==> src/rtl/periph_pkg.sv <==
// periph_pkg: I/O address map and shared types for periph_bridge.
//   IO_PAGE_DEFAULT : default upper address bits (addr[31:12]) selecting I/O space
//   *_ADDR          : full byte addresses of the memory-mapped peripherals
//   rsel_e          : source of the data returned on a load
package periph_pkg;

    localparam logic [19:0] IO_PAGE_DEFAULT = 20'hFFFFF;

    localparam logic [31:0] DIG_ADDR   = 32'hFFFF_F000;
    localparam logic [31:0] TIMER_ADDR = 32'hFFFF_F020;
    localparam logic [31:0] LED_ADDR   = 32'hFFFF_F060;
    localparam logic [31:0] SW_ADDR    = 32'hFFFF_F070;
    localparam logic [31:0] BTN_ADDR   = 32'hFFFF_F078;

    typedef enum logic {
        RSEL_DRAM = 1'b0,
        RSEL_IO   = 1'b1
    } rsel_e;

endpackage

==> src/rtl/periph_bridge_btn_debounce.sv <==
// btn_debounce: single-bit button conditioner.
//   clk, rst : clock, asynchronous active-high reset
//   raw      : bouncy button input, asynchronous to clk
//   deb      : debounced level, changes only after DEBOUNCE_CYCLES
//              consecutive cycles of a stable new synchronised level
module btn_debounce #(
    parameter int DEBOUNCE_CYCLES = 16
) (
    input  logic clk,
    input  logic rst,
    input  logic raw,
    output logic deb
);

    // Counter only has to reach DEBOUNCE_CYCLES-1.
    localparam int CW = $clog2(DEBOUNCE_CYCLES);
    localparam logic [CW-1:0] CNT_LAST = CW'(DEBOUNCE_CYCLES - 1);

    logic          sync_p0;
    logic          sync_p1;
    logic [CW-1:0] cnt;

    always_ff @(posedge clk or posedge rst) begin
        if (rst) begin
            sync_p0 <= 1'b0;
            sync_p1 <= 1'b0;
            cnt     <= '0;
            deb     <= 1'b0;
        end else begin
            // stage p0 -> p1: two-flop synchroniser
            sync_p0 <= raw;
            sync_p1 <= sync_p0;
            // stage p1 -> deb: any return to the accepted level restarts the count
            if (sync_p1 == deb) begin
                cnt <= '0;
            end else if (cnt == CNT_LAST) begin
                deb <= sync_p1;
                cnt <= '0;
            end else begin
                cnt <= cnt + CW'(1);
            end
        end
    end

endmodule

==> src/rtl/periph_bridge.sv <==
// periph_bridge: decodes MEM-stage loads/stores into data RAM or
// memory-mapped I/O (digit tube, LEDs, timer, switches, buttons).
//   clk, rst                   : clock, asynchronous active-high reset
//   cpu_addr/we/re/wdata       : CPU access request
//   cpu_rdata                  : load data, valid the cycle after cpu_re, held otherwise
//   dram_we/addr/wdata/rdata   : data RAM port (1-cycle read latency)
//   sw_in, btn_in              : raw asynchronous board inputs
//   led_data/led_en            : LED sink value and one-cycle write pulse
//   dig_data/dig_en            : digit-tube sink value and one-cycle write pulse
module periph_bridge
    import periph_pkg::*;
#(
    parameter logic [19:0] IO_PAGE         = IO_PAGE_DEFAULT,
    parameter int          DEBOUNCE_CYCLES = 16,
    parameter int          SW_W            = 24,
    parameter int          BTN_W           = 5
) (
    input  logic             clk,
    input  logic             rst,
    input  logic [31:0]      cpu_addr,
    input  logic             cpu_we,
    input  logic             cpu_re,
    input  logic [31:0]      cpu_wdata,
    output logic [31:0]      cpu_rdata,
    output logic             dram_we,
    output logic [31:0]      dram_addr,
    output logic [31:0]      dram_wdata,
    input  logic [31:0]      dram_rdata,
    input  logic [SW_W-1:0]  sw_in,
    input  logic [BTN_W-1:0] btn_in,
    output logic [31:0]      led_data,
    output logic             led_en,
    output logic [31:0]      dig_data,
    output logic             dig_en
);

    localparam logic [11:0] DIG_OFF   = DIG_ADDR[11:0];
    localparam logic [11:0] TIMER_OFF = TIMER_ADDR[11:0];
    localparam logic [11:0] LED_OFF   = LED_ADDR[11:0];
    localparam logic [11:0] SW_OFF    = SW_ADDR[11:0];
    localparam logic [11:0] BTN_OFF   = BTN_ADDR[11:0];

    logic             is_io;
    logic [11:0]      offset;
    logic             wr_led;
    logic             wr_dig;
    logic             wr_timer;
    logic [31:0]      timer;
    logic [SW_W-1:0]  sw_p0;
    logic [SW_W-1:0]  sw_p1;
    logic [BTN_W-1:0] btn_deb;
    logic [31:0]      io_rd;
    logic             vld_p1;
    rsel_e            sel_p1;
    logic [31:0]      io_p1;
    logic [31:0]      rdata_hold;

    assign is_io      = (cpu_addr[31:12] == IO_PAGE);
    assign offset     = cpu_addr[11:0];
    assign dram_we    = cpu_we & ~is_io;
    assign dram_addr  = cpu_addr;
    assign dram_wdata = cpu_wdata;

    assign wr_led   = cpu_we && is_io && (offset == LED_OFF);
    assign wr_dig   = cpu_we && is_io && (offset == DIG_OFF);
    assign wr_timer = cpu_we && is_io && (offset == TIMER_OFF);

    for (genvar i = 0; i < BTN_W; i++) begin : g_btn
        btn_debounce #(
            .DEBOUNCE_CYCLES(DEBOUNCE_CYCLES)
        ) u_deb (
            .clk (clk),
            .rst (rst),
            .raw (btn_in[i]),
            .deb (btn_deb[i])
        );
    end

    // stage p0 -> p1: I/O writes become registered values plus one-cycle pulses
    always_ff @(posedge clk or posedge rst) begin
        if (rst) begin
            led_data <= '0;
            led_en   <= 1'b0;
            dig_data <= '0;
            dig_en   <= 1'b0;
            timer    <= '0;
            sw_p0    <= '0;
            sw_p1    <= '0;
        end else begin
            led_en <= wr_led;
            dig_en <= wr_dig;
            if (wr_led) led_data <= cpu_wdata;
            if (wr_dig) dig_data <= cpu_wdata;
            // A store to the timer overrides that cycle's increment.
            timer <= wr_timer ? cpu_wdata : timer + 32'd1;
            sw_p0 <= sw_in;
            sw_p1 <= sw_p0;
        end
    end

    always_comb begin
        io_rd = '0;
        if (is_io) begin
            case (offset)
                TIMER_OFF: io_rd = timer;
                SW_OFF:    io_rd = 32'(sw_p1);
                BTN_OFF:   io_rd = 32'(btn_deb);
                default:   io_rd = '0;
            endcase
        end
    end

    // stage p0 -> p1: capture I/O read data alongside the RAM access
    always_ff @(posedge clk or posedge rst) begin
        if (rst) begin
            vld_p1     <= 1'b0;
            sel_p1     <= RSEL_DRAM;
            io_p1      <= '0;
            rdata_hold <= '0;
        end else begin
            vld_p1 <= cpu_re;
            if (cpu_re) begin
                sel_p1 <= is_io ? RSEL_IO : RSEL_DRAM;
                io_p1  <= io_rd;
            end
            if (vld_p1) rdata_hold <= cpu_rdata;
        end
    end

    // RAM data only exists in the cycle after the read, so it is muxed in
    // combinationally and remembered in rdata_hold for the idle cycles.
    always_comb begin
        cpu_rdata = rdata_hold;
        if (vld_p1) begin
            cpu_rdata = (sel_p1 == RSEL_DRAM) ? dram_rdata : io_p1;
        end
    end

endmodule

==> config.mk <==
export PLATFORM = sky130hd
export DESIGN_NAME = periph_bridge
export DESIGN_NICKNAME = d
export VERILOG_FILES = /design/src/rtl/periph_pkg.sv /design/src/rtl/periph_bridge_btn_debounce.sv /design/src/rtl/periph_bridge.sv
export SDC_FILE = /design/constraint.sdc
export NUM_CORES = 1
export LEC_CHECK = 0
export ABC_AREA = 1
export CORE_MARGIN = 8
export CORE_UTILIZATION = 23
export CTS_CLUSTER_SIZE = 30
export DETAILED_ROUTE_END_ITERATION = 8
export PLACE_DENSITY = 0.42
export SYNTH_ARGS = -nofsm -noshare
export SYNTH_HDL_FRONTEND = slang
export SYNTH_HIERARCHICAL = 1
export SYNTH_SLANG_ARGS = --single-unit
==> constraint.sdc <==
create_clock -name clk -period 12.55 [get_ports clk]
set_input_delay 1.8825 -clock clk [delete_from_list [all_inputs] [get_ports clk]]
set_output_delay 1.8825 -clock clk [all_outputs]
set_load 0.01 [all_outputs]
Yosys cells after proc, flatten, opt, wreduce, memory -nomap -nowiden
Index checks and enable logic that the tools add are counted.

Logic and storage cells: 85. Bits in registers: 247. Input bits: 129. Output and inout bits: 163.

Bitwise operators: 7. $add $sub $neg: 6. Muxes and demuxes: 16. Equal/unequal tests: 15. Reductions and logical operators: 10.

Operators with widths (count): $mux W32 (4); $pmux W32 S3 (1); $mux W4 (10); $eq A12 B7 Y1 const B (3); $add A32 B1 Y32 const B (1); $add A4 B1 Y4 const B (5); $eq A20 B20 Y1 const B (1); $eq A4 B4 Y1 const B (5); $eq A12 B6 Y1 const B (1); $logic_not A12 Y1 (1); $reduce_and A2 Y1 (5); $not A1 Y1 (6); $eq A1 B1 Y1 (5); $logic_and A1 B1 Y1 (4); $and A1 B1 Y1 (1); $mux W1 (1).

Logic depth before layout (Yosys ltp)
Depth after elaboration: 4. Depth in mapped cells: 11. Mapped depth without buffers: 10.

By module
Netlist, hierarchy kept.

By module, submodules not included: periph_bridge (cells an instance 1238, seq. area each 5305.1 um2, instances 1, area each 10042.1 um2); btn_debounce (cells an instance 29, seq. area each 175.2 um2, instances 5, area each 279.0 um2).

Worst setup path before layout
No wires, ideal clock.

Path type: input -> output. Start: input port cpu_addr[29]. End: output port dram_we. Setup slack: 7.851 ns. Arrival time: 2.816 ns. Stages: 6. Buffers on the path: 1. Required time: 10.667 ns. Path through: nand2_1 nor2_1 inv_2 nor3_4 clkbuf_1 nor2_1.

Word-level cells in the longest chain between the ends: 3.

Ends and longest elaborated chain: start, declared (RTL line periph_bridge.sv:20) `input logic [31:0] cpu_addr,`; $eq A20 B20 Y1 (RTL line periph_bridge.sv:58) `assign is_io = (cpu_addr[31:12] == IO_PAGE);`; $not A1 Y1 (RTL line periph_bridge.sv:60) `assign dram_we = cpu_we & ~is_io;`; $and A1 B1 Y1 (RTL line periph_bridge.sv:60); end, declared (RTL line periph_bridge.sv:25) `output logic dram_we,`.

No other way between the ends.

Final worst setup path
Start: input port cpu_addr[28]. End: output port dram_we.

Same word-level chain as after synthesis.

==> results.ini <==
[clock_tree]
root_buffer=clkbuf_16
cts_tree=built
clk_pin_slew_ps=60
h-tree-depth=1
postCtsSetupRepairBufs=0
cts_hold_buffers=0
insertion_delay_ps=580
cts.path.max_buffers=3
clock-sinks=247
numCtsBuffers=30
ctsResizeCount=0

[place]
gp_congestion=0.8196
hpwl_um=29770
dp.cells=2222
numPortBuffers=291
place_ws_ps=6772

[floorplan]
die_h_um=239.0
io_pins=292
die_x_um=239.0
rows=81
die_area_um2=57120
coreArea_um2=49050
start_util_pct=23.32

[power_and_ir_drop]
p_seq_share_pct=45.7
total_power_uw=1813
leakage_uw=0.007134
pwr-share-comb_pct=9.5
clkPwrFrac_pct=44.8
vdd_ir_drop_max_mv=0.09010
cellPowerDensity_nw_per_um2=117.0
power_switching_uw=443.7
swShare_pct=24.47
power.internal_uw=1369

[synthesis]
synth_area_um2=11440
netlist_top_cells_count=nand2_1 (521), dfrtp_1 (247), nor2_1 (123), nand4_1 (89), nand3_1 (87)
yosysSeqAreaShare_pct=54.04
yosys.area.top_type=dfrtp_1
synth_fp_nets=1518
syn-mean-instance-area_um2=8.270
ys.flop_type=dfrtp_1
yosysWarnings=6
synth_cell_type_count=24
synth_cells=1383
yosysMostFrequentCell=nand2_1
synth_area_leaders=dfrtp_1 (54%), nand2_1 (17%), nand4_1 (4.9%), buf_4 (4.2%), nor2_1 (4.0%)
synth-edff-count=0
synth_top_area_share_pct=54.04
ys_ff_latch=247
ys_async_sr_fraction_pct=100.0

[global_route]
grt_max_degree=97
antenna_found_initial=2
grt_pass1_wl_um=61910
track_usage_pct=13.82
grt_pass1_vias=10090
overflow=0

[route]
first_pass_iters=5
drc=0
drt_iter0_drc=580
num_vias=9846
via_per_inst=4.330
wire_per_inst_um=17.94
postRouteAntennaNets=0
drt_wl_total_um=40790

[timing]
fin_crit_sh_pct=45.81
hold_viol=0
rsz0062_at_grt=no
whs_ps=345.3
final.setup_skew_ps=23.12
tns_ps=0
period_needed_ps=5750
slew_violations=0
setup_violations=0
max_slew.worst_pin.slew_ps=1168
relSlewSlack_pct=22.02
setup_slack_ps=6800
timing.fmax_mhz=173.9

[setup_path]
crit_path_start_kind=primary input
cp_max_fo=33
crit_required_ps=10670
end_kind=primary output
cp.arrival_ps=3870
path_class=primary input to primary output

[status]
status=completed

[cells_and_area]
multi_input_area_um2=4304
final_cells=2274
area_growth_pct=35.44
layout-drive-gt1-share_pct=4.596
n_fill_cell=5277
regArea_um2=6182
antenna_cells=0
final_nets=1725

[min_path]
hold_class=flip-flop to flip-flop

[job]
cap_violations=0

-- routing by layer --
layer / GRT usage, % / vias to the layer above / routed length [um]
li1: - / 4892 / -
met1: 17.85 / 4673 / 18130
met2: 23.21 / 238 / 19570
met3: 3.262 / 41 / 2398
met4: 3.237 / 2 / 682
met5: 0 / - / 13
-- power groups by stage --
stage	clock network, uW	registers [uW]	logic, uW
CTS	849	829	176
detailed placement	0	843	175
floorplan	0	841	78.2
global route	879	831	188
global placement	0	843	175
finish	813	829	171
-- final timing paths --
check                      cells past startpoint                              end          startpoint  slack, ps
min reg2reg                                    0               sw_p1[6]$_DFF_PP0_  sw_p0[6]$_DFF_PP0_        350
max                                            8                          dram_we        cpu_addr[28]       6800
min in group asynchronous                      2  g_btn[2].u_deb/cnt[3]$_DFF_PP0_                 rst       1850
min                                            0               sw_p1[6]$_DFF_PP0_  sw_p0[6]$_DFF_PP0_        350
max in group asynchronous                      4         dig_data[25]$_DFFE_PP0P_                 rst       8380
max reg2reg                                    4       rdata_hold[28]$_DFFE_PP0P_  sel_p1$_DFFE_PP0P_      10530
-- cell type report --
cell class	instances	share of cell area (%)
Clock buffer	41	5.436
Clock inverter	11	0.4604
Inverter	60	1.502
Multi-Input combinational cell	944	27.78
Sequential cell	247	39.91
Tap cell	664	5.363
Timing Repair Buffer	307	19.55
-- through the flow --
stage / area (um2) / util [%]
finish: 15490 / 31.58
floorplan: 11440 / -
global route: 15490 / 31.58
CTS: 15490 / 31.58
detailed placement: 14580 / 29.72
global placement: 14580 / 29.72
-- worst max-delay path, cell delays in order --
cell and delay (ps):
clkdlybuf4s50_1 490, nand2_1 60, nor2_1 200, inv_2 100, nor3_4 170, buf_4 390
nor2_1 80, clkdlybuf4s50_1 500
-- flip-flops by register name, indices dropped and copies added (netlist names) --
| signal | flops |
|---|---|
| timer | 32 |
| sw_p0 | 24 |
| dig_en | 1 |
| vld_p1 | 1 |
| sw_p1 | 24 |
| g_btn.u_deb/deb | 5 |
| g_btn.u_deb/cnt | 20 |
| sel_p1 | 1 |
| led_data | 32 |
| io_p1 | 32 |
| g_btn.u_deb/sync_p0 | 5 |
| rdata_hold | 32 |
| led_en | 1 |
| g_btn.u_deb/sync_p1 | 5 |
| dig_data | 32 |
-- cell families after synthesis --
logic type,synth area share (%)
simple gates,31.01
buf+inv,8.511
xor+xnor,1.532
compound gates,4.245
fa+ha+maj,0.6564
flops,54.04
-- layout by cell type (no fill, tap or decap) --
master,n
clkinvlp_4,2
xnor2_1,7
buf_4,16
dfrtp_1,246
clkbuf_16,30
inv_1,56
and3_1,1
clkbuf_8,5
ha_1,6
nand2_1,521
nor2_2,3
inv_2,2
nand3b_1,9
nor3_4,4
xor2_1,13
nor2_1,122
inv_8,1
clkinv_1,1
o21ai_1,5
dfrtp_2,1
buf_2,1
clkdlybuf4s50_1,290
clkbuf_1,6
o21ai_0,12
clkinv_2,8
nand4_1,89
nand3_1,87
nor3_1,1
a31oi_1,64
clkinv_8,1
No activity file was read; power rests on OpenSTA's default activity.
